`src/rtl/dsky_relay_decoder.sv`:
```
// rtl/dsky_relay_decoder.sv - channel-10 relay row decoder with timed pickup
// Strobes are detected from registered WCH10_; the matching RLYB/RYWD sample commits after PICKUP_CYCLES.
module dsky_relay_decoder #(
  parameter int GATE_DELAY    = 20,
  parameter int PICKUP_CYCLES = 4
) (
  input  logic        clk,
  input  logic        rst,
  input  logic [10:0] RLYB,
  input  logic [3:0]  RYWD,
  input  logic        WCH10_,
  input  logic        CCH10,
  input  logic [3:0]  RD_ROW,
  output logic [10:0] RD_DATA,
  output logic        BUSY,
  output logic        ROWUPD,
  output logic [3:0]  UPD_ROW,
  output logic [3:0]  BADCNT
);

  if (PICKUP_CYCLES < 1 || PICKUP_CYCLES > 15 || GATE_DELAY < 0) begin : g_bad_param
    $error("dsky_relay_decoder: PICKUP_CYCLES must be 1..15");
  end

  typedef enum logic {IDLE, PICKUP} state_t;

  state_t      state;
  logic        wch_low_q;
  logic        wch_low_p;
  logic [10:0] rlyb_q;
  logic [3:0]  rywd_q;
  logic [10:0] pend_bits;
  logic [3:0]  pend_row;
  logic [3:0]  cnt;
  logic [10:0] rows [12];
  logic        strobe;

  function automatic logic row_ok(input logic [3:0] r);
    return (r >= 4'd1) && (r <= 4'd12);
  endfunction

  // History holds "WCH10_ seen low"; resetting it to 1 hides a strobe already low at release.
  assign strobe = wch_low_q & ~wch_low_p;
  assign BUSY   = (state == PICKUP);

  always_ff @(posedge clk or negedge rst) begin
    if (!rst) begin
      state     <= IDLE;
      wch_low_q <= 1'b1;
      wch_low_p <= 1'b1;
      rlyb_q    <= '0;
      rywd_q    <= '0;
      pend_bits <= '0;
      pend_row  <= '0;
      cnt       <= '0;
      RD_DATA   <= '0;
      ROWUPD    <= 1'b0;
      UPD_ROW   <= '0;
      BADCNT    <= '0;
      for (int i = 0; i < 12; i++) rows[i] <= '0;
    end else begin
      wch_low_q <= ~WCH10_;
      wch_low_p <= wch_low_q;
      rlyb_q    <= RLYB;
      rywd_q    <= RYWD;
      ROWUPD    <= 1'b0;
      RD_DATA   <= row_ok(RD_ROW) ? rows[RD_ROW - 4'd1] : '0;
      if (CCH10) begin
        state  <= IDLE;
        cnt    <= '0;
        BADCNT <= '0;
        for (int i = 0; i < 12; i++) rows[i] <= '0;
      end else begin
        if (state == PICKUP) begin
          cnt <= cnt - 4'd1;
          if (cnt == 4'd1) begin
            rows[pend_row - 4'd1] <= pend_bits;
            ROWUPD                <= 1'b1;
            UPD_ROW               <= pend_row;
            state                 <= IDLE;
          end
        end
        // A new valid strobe overrides the commit's return to IDLE and reloads the pickup.
        if (strobe) begin
          if (row_ok(rywd_q)) begin
            pend_bits <= rlyb_q;
            pend_row  <= rywd_q;
            cnt       <= 4'(PICKUP_CYCLES);
            state     <= PICKUP;
          end else if (BADCNT != 4'hF) begin
            BADCNT <= BADCNT + 4'd1;
          end
        end
      end
    end
  end

endmodule
```
`config.mk`:
```
export PLATFORM = sky130hd
export DESIGN_NAME = dsky_relay_decoder
export DESIGN_NICKNAME = d
export VERILOG_FILES = /design/src/rtl/dsky_relay_decoder.sv
export SDC_FILE = /design/constraint.sdc
export NUM_CORES = 1
export LEC_CHECK = 0
export CAP_MARGIN = 10
export CELL_PAD_IN_SITES_DETAIL_PLACEMENT = 1
export CELL_PAD_IN_SITES_GLOBAL_PLACEMENT = 1
export CORE_UTILIZATION = 30
export CTS_CLUSTER_SIZE = 30
export DETAILED_ROUTE_END_ITERATION = 10
export DONT_BUFFER_PORTS = 1
export PLACE_DENSITY = 0.54
export SLEW_MARGIN = 10
export SYNTH_ARGS = -nofsm -noshare
export SYNTH_HDL_FRONTEND = slang
export SYNTH_SLANG_ARGS = --single-unit
```
`constraint.sdc`:
```
create_clock -name clk -period 2 [get_ports clk]
set_input_delay 0.3 -clock clk [delete_from_list [all_inputs] [get_ports clk]]
set_output_delay 0.3 -clock clk [all_outputs]
set_load 0.01 [all_outputs]
```
# After elaboration in Yosys (flattened, before gate mapping)
# Cells that the tools add are included.
[totals]
ff_bits = 189
input_bits = 23
out_inout_bits = 21
wordCells = 81
[classes]
addsub = 4
n_lt_le_gt_ge = 7
eq_ne = 3
muxes = 26
bitwise_logic = 6
n_reduce_logical = 11
[ops]
columns = ["operator", "count"]
rows = [
  ["$mux W132", 3],
  ["$bwmux W132", 1],
  ["$bmux W11 S4", 1],
  ["$demux W11 S4", 1],
  ["$mux W11", 4],
  ["$mux W4", 8],
  ["$sub A4 B1 Y4 const B", 3],
  ["$ge A5 B5 Y1 const B", 2],
  ["$not A4 Y5", 2],
  ["$reduce_and A3 Y1", 3],
  ["$ge A4 B1 Y1 const B", 2],
  ["$le A4 B4 Y1 const B", 2],
  ["$mux W1", 8],
  ["$reduce_bool A2 Y1", 4],
  ["$lt A5 B1 Y1 const B", 1],
  ["$add A4 B1 Y4 const B", 1],
  ["$eq A4 B1 Y1 const B", 1],
  ["$ne A4 B4 Y1 const B", 1],
  ["$logic_and A1 B1 Y1", 3],
  ["$not A1 Y1", 3],
  ["$ne A2 B2 Y1 const B", 1],
  ["$reduce_and A2 Y1", 1],
  ["$and A1 B1 Y1", 1],
]

# Logic depth before layout (Yosys ltp)
[logic_depth]
word_depth = 10
mapped_depth = 9
mapped_depth_nobuf = 6

# Worst setup path before layout
# No wires, ideal clock.
[synth_timing]
kind = "input to register"
from = "input RD_ROW[0]"
to = "register RD_DATA[1]"
setup_time_ns = 0.132
arrival_ns = 2.223
required_time_ns = 1.868
setup_slack_ns = -0.355
cell_stages = 9
path_buffers = 4
path_cell_list = "buf_2 > buf_2 > inv_1 > ha_1 > clkbuf_1 > clkbuf_1 > mux4_2 > o21ai_0 > o211ai_1"
[synth_via]
elab_chain_cells = 6
elab_cells_between_ends = 9
classes_between = "add/sub: 1; order compare: 2; mux: 4; bitwise: 1; reduce/logical: 1"
[synth_rtl]
columns = ["item", "line_no", "text"]
rows = [
  ["start, declared", "13", "input logic [3:0] RD_ROW,"],
  ["$sub A4 B1 Y4", "67", "RD_DATA <= row_ok(RD_ROW) ? rows[RD_ROW - 4'd1] : '0;"],
  ["$not A4 Y5 (not written as such)", "67", ""],
  ["$bmux W11 S4", "67", ""],
  ["$mux W11 (not written as such) (2 in series)", "67", ""],
  ["$mux W11 *", "67", ""],
  ["end signal, assigned", "67", ""],
  ["end, declared", "14", "output logic [10:0] RD_DATA,"],
]
# Mark *: on every way between the ends. The rest lies on a longest branch, timed or not. The select of a mux whose other input is x is not followed.
# A chain may end at the register's enable or synchronous reset.

# Worst setup path after layout
[layout_timing]
from = "register rywd_q[1]"
to = "register state, in the netlist BUSY"
[layout_via]
elab_chain_cells = 5
elab_cells_between_ends = 6
classes_between = "order compare: 2; mux: 3; reduce/logical: 1"
[layout_rtl]
columns = ["item", "line_no", "text"]
rows = [
  ["start, declared", "31", "logic [3:0] rywd_q;"],
  ["start signal, assigned", "52", "rywd_q <= '0;"],
  ["start signal, assigned", "65", "rywd_q <= RYWD;"],
  ["$ge A4 B1 Y1 / $le A4 B4 Y1 (equally long branches)", "39", "return (r >= 4'd1) && (r <= 4'd12);"],
  ["$logic_and A1 B1 Y1 *", "39", ""],
  ["$mux W1 *", "85", "if (row_ok(rywd_q)) begin"],
  ["$mux W1 *", "84", "if (strobe) begin"],
  ["$mux W1 *", "68", "if (CCH10) begin"],
  ["end signal, assigned", "48", "state <= IDLE;"],
  ["end signal, assigned", "69", "state <= IDLE;"],
  ["end signal, assigned", "89", "state <= PICKUP;"],
  ["end, declared", "27", "state_t state;"],
]
# Mark *: on every way between the ends. The rest lies on a longest branch, timed or not.

==> flow_summary.json <==
{
  "worstPathCellList": "o211a_1, or3b_4, a21oi_1, dlygate4sd3_1",
  "grt_pass1_wl_um": 34800,
  "fin_hold_ws_ns": -0.427,
  "grt.overflow.total": 0,
  "drv_slew": 0,
  "syn-cell-area_mm2": 0.00867,
  "maxCapViolCount": 0,
  "yosysMostFrequentCell": "dfrtp_1",
  "grt_setup_unrepaired": "false",
  "vias": 5327,
  "synth_edf_count": 0,
  "combinationalPowerShare_pct": 5.8,
  "cts_root_buffer": "clkbuf_16",
  "crit_required_ns": 2.37,
  "timing.final.crit_share_pct": 96.4,
  "cp_slowest_stage_delay_ns": 0.56,
  "yosysTopAreaCell": "dfrtp_1",
  "yosys-top-cells-area": "dfrtp_1 54%, mux2i_1 14%, mux4_2 8.6%",
  "arrival_ns": 2.30,
  "slowest_stage": "dlygate4sd3_1",
  "cts_sinks": 189,
  "start_kind": "register",
  "total_power_mw": 7.97,
  "antenna_found_initial": 0,
  "p_leak_nw": 4.48,
  "fin_crit_ns": 1.93,
  "status": "finished, violations left",
  "clockBufferDepth": 2,
  "violations": "negative hold slack",
  "netlist_instances": 697,
  "netSwitchingFraction_pct": 25.1,
  "r2r_end": "BUSY$_DFF_PN0_",
  "crit_type": "reg2reg",
  "fin_nets": 733,
  "yosys_warnings": 0,
  "nFillCells": 3038,
  "numCtsBuffers": 17,
  "r2r-start": "rywd_q[1]$_DFF_PN0_",
  "p_clk_share_pct": 40.9,
  "clk_pin_slew_ns": 0.07,
  "relSlewSlack_pct": 59.6,
  "hold_class": "in2async",
  "place.gp.congestion": 0.736,
  "vias_per_cell": 4.86,
  "power_density_mw_per_mm2": 801,
  "drt_iter0_markers": 333,
  "drt-total-wl_um": 21500,
  "crit_path_max_fanout": 4,
  "ios": 44,
  "postSynthAreaPerCell_um2": 12.4,
  "worstSkewPairLatency_ns": 0.43,
  "ys_seq_area_share_pct": 54.6,
  "drt_pre_antenna_iters": 4,
  "fmax_mhz": 519,
  "first_global_vias": 5920,
  "tns_ns": 0,
  "clock-skew-final_ns": 0.0104,
  "ys_seq_elements": 189,
  "ys_types": 43,
  "place_hpwl_um": 13200,
  "core_mm2": 0.0281,
  "track_usage_pct": 15.7,
  "drt.antenna.violating_nets": 0,
  "finalSetupViolCount": 0,
  "start_util_pct": 30.9,
  "p_seq_share_pct": 53.3,
  "hold_viol_final": 195,
  "rows": 61,
  "switching_power_mw": 2.00,
  "worst_pin_slew_ns": 0.606,
  "yosys.area.top_type_share_pct": 54.0,
  "die_w_um": 172,
  "holdBufCountCts": 19,
  "ir_drop_uv": 453,
  "diodes": 0,
  "die_h_um": 172,
  "synthTopCellsByCount": "187 x dfrtp_1, 132 x nor2_1, 122 x mux2i_1",
  "synth_nets": 726,
  "routedWlPerCell_um": 19.7,
  "rrSetupSlack_ns": 0.07,
  "grt_max_degree": 190,
  "route.detailed.drc": 0,
  "io_buffers": 0,
  "async_reset_ff_share_pct": 100,
  "cp-end-kind": "register",
  "cts_tree": "yes",
  "p_int_mw": 5.97,
  "cts_htree_levels": 4,
  "final_layout_size_suffix_gt1_share_pct": 17.9,
  "area_delta_synth_final_pct": 14.7,
  "die_area_mm2": 0.0296,
  "r2r_cells": 4,
  "ys.flop_type": "dfrtp_1"
}
[critical path, delay by kind of cell, from the launching register on]
family                 cells  cell delay [ns]
DFF                        1             0.43
and+or+nand+nor            1             0.44
buffers and inverters      1             0.56
AOI/OAI and AO/OA          2             0.44
[worst max-delay path by stage]
stage	from	to	slack (ns)	cells after the start
after CTS	cnt[1]$_DFF_PN0_	rows[109]$_DFFE_PN0P_	0.02	7
after floorplan	RD_ROW[0]	RD_DATA[10]$_DFF_PN0_	0.06	9
after global placement	cnt[1]$_DFF_PN0_	rows[104]$_DFFE_PN0P_	0.1	7
after detailed placement	cnt[1]$_DFF_PN0_	rows[1]$_DFFE_PN0P_	0.03	8
after global routing	rywd_q[1]$_DFF_PN0_	BUSY$_DFF_PN0_	0.01	4
final	rywd_q[1]$_DFF_PN0_	BUSY$_DFF_PN0_	0.07	4
[kinds of logic (layout without fill, tap and decap cells)]
logic type	count (synthesis)	after routing	share of synthesized area, %
adders and majority gates	6	6	0.866
xor gates and xnor gates	5	5	0.505
AOI/OAI and AO/OA	45	45	3.18
buffers and inverters	75	95	4.30
DFF	189	189	54.6
muxes	175	175	25.3
and+or+nand+nor	202	202	11.3
[layout make-up]
type | count | area, um2 | share of cell area (%)
Clock buffer | 23 | 468 | 4.71
Multi-Input combinational cell | 433 | 3600 | 36.2
Clock inverter | 9 | 86.3 | 0.868
Sequential cell | 189 | 4730 | 47.6
Inverter | 18 | 67.6 | 0.679
Timing Repair Buffer | 45 | 519 | 5.22
Tap cell | 378 | 473 | 4.76
[sequential cells by signal, summed over array words and instances (netlist names)]
register,cells
BADCNT,4
cnt,4
pend_row,4
UPD_ROW,4
BUSY,1
rows,132
wch_low_q,1
rlyb_q,11
rywd_q,4
ROWUPD,1
wch_low_p,1
pend_bits,11
RD_DATA,11
[layout by cell type, fill, tap and decap left out, types with 2 or more instances in the layout]
cell type      netlist  final
inv_1               18     17
nand2_1             38     38
or3b_4               3      3
nor4_4               3      4
nor2b_1              4      3
a21oi_1             14     14
or3_1                2      2
ha_1                 6      5
buf_12               0      9
nor2_1             132    132
buf_4                7     15
clkinv_2             0      3
clkbuf_16            0     18
o21ai_0             13     13
inv_6                0      2
xnor2_1              2      2
nor4b_4              2      2
clkbuf_1            33      4
clkbuf_8             0      2
nand3_1              3      3
xor2_1               3      3
clkinvlp_4           0      2
mux2i_1            122    121
dfstp_2              2      2
o211ai_1            12     12
mux4_2              33     33
mux2_2              20     20
dfrtp_1            187    186
dlygate4sd3_1        0     19
nand2b_1             3      3
[per-layer routing]
layer / vias up / global-route usage, % / routed length, um
li1: 2413 / - / -
met1: 2810 / 22.3 / 10500
met2: 78 / 24.5 / 10100
met3: 26 / 2.49 / 618
met4: 0 / 4.89 / 302
met5: - / 0 / 0
[metrics by stage]
step                cells  worst slack, ns  util, %  instance area (um2)
floorplan             697           0.0564        -                 8690
global placement     1041           0.0965     32.5                 9130
detailed placement   1041           0.0348     32.5                 9130
CTS                  1092           0.0186     35.1                 9870
global route         1095           0.0100     35.4                 9940
finish               1095           0.0724     35.4                 9940
[power groups by stage]
stage | Clock (mW) | Sequential [mW] | Combinational (mW)
after detailed placement | 0 | 4.32 | 0.429
after global placement | 0 | 4.31 | 0.412
after CTS | 3.37 | 4.24 | 0.460
after floorplan | 0 | 4.09 | 0.521
after global routing | 3.54 | 4.28 | 0.496
final | 3.26 | 4.25 | 0.462
[repair_timing]
action,CTS,global route
endpoints found under the setup margin,0,95
setup buffers,0,2
hold endpoints to repair,343,208
resized for setup,0,8
Power figures use the tool's default switching activity.
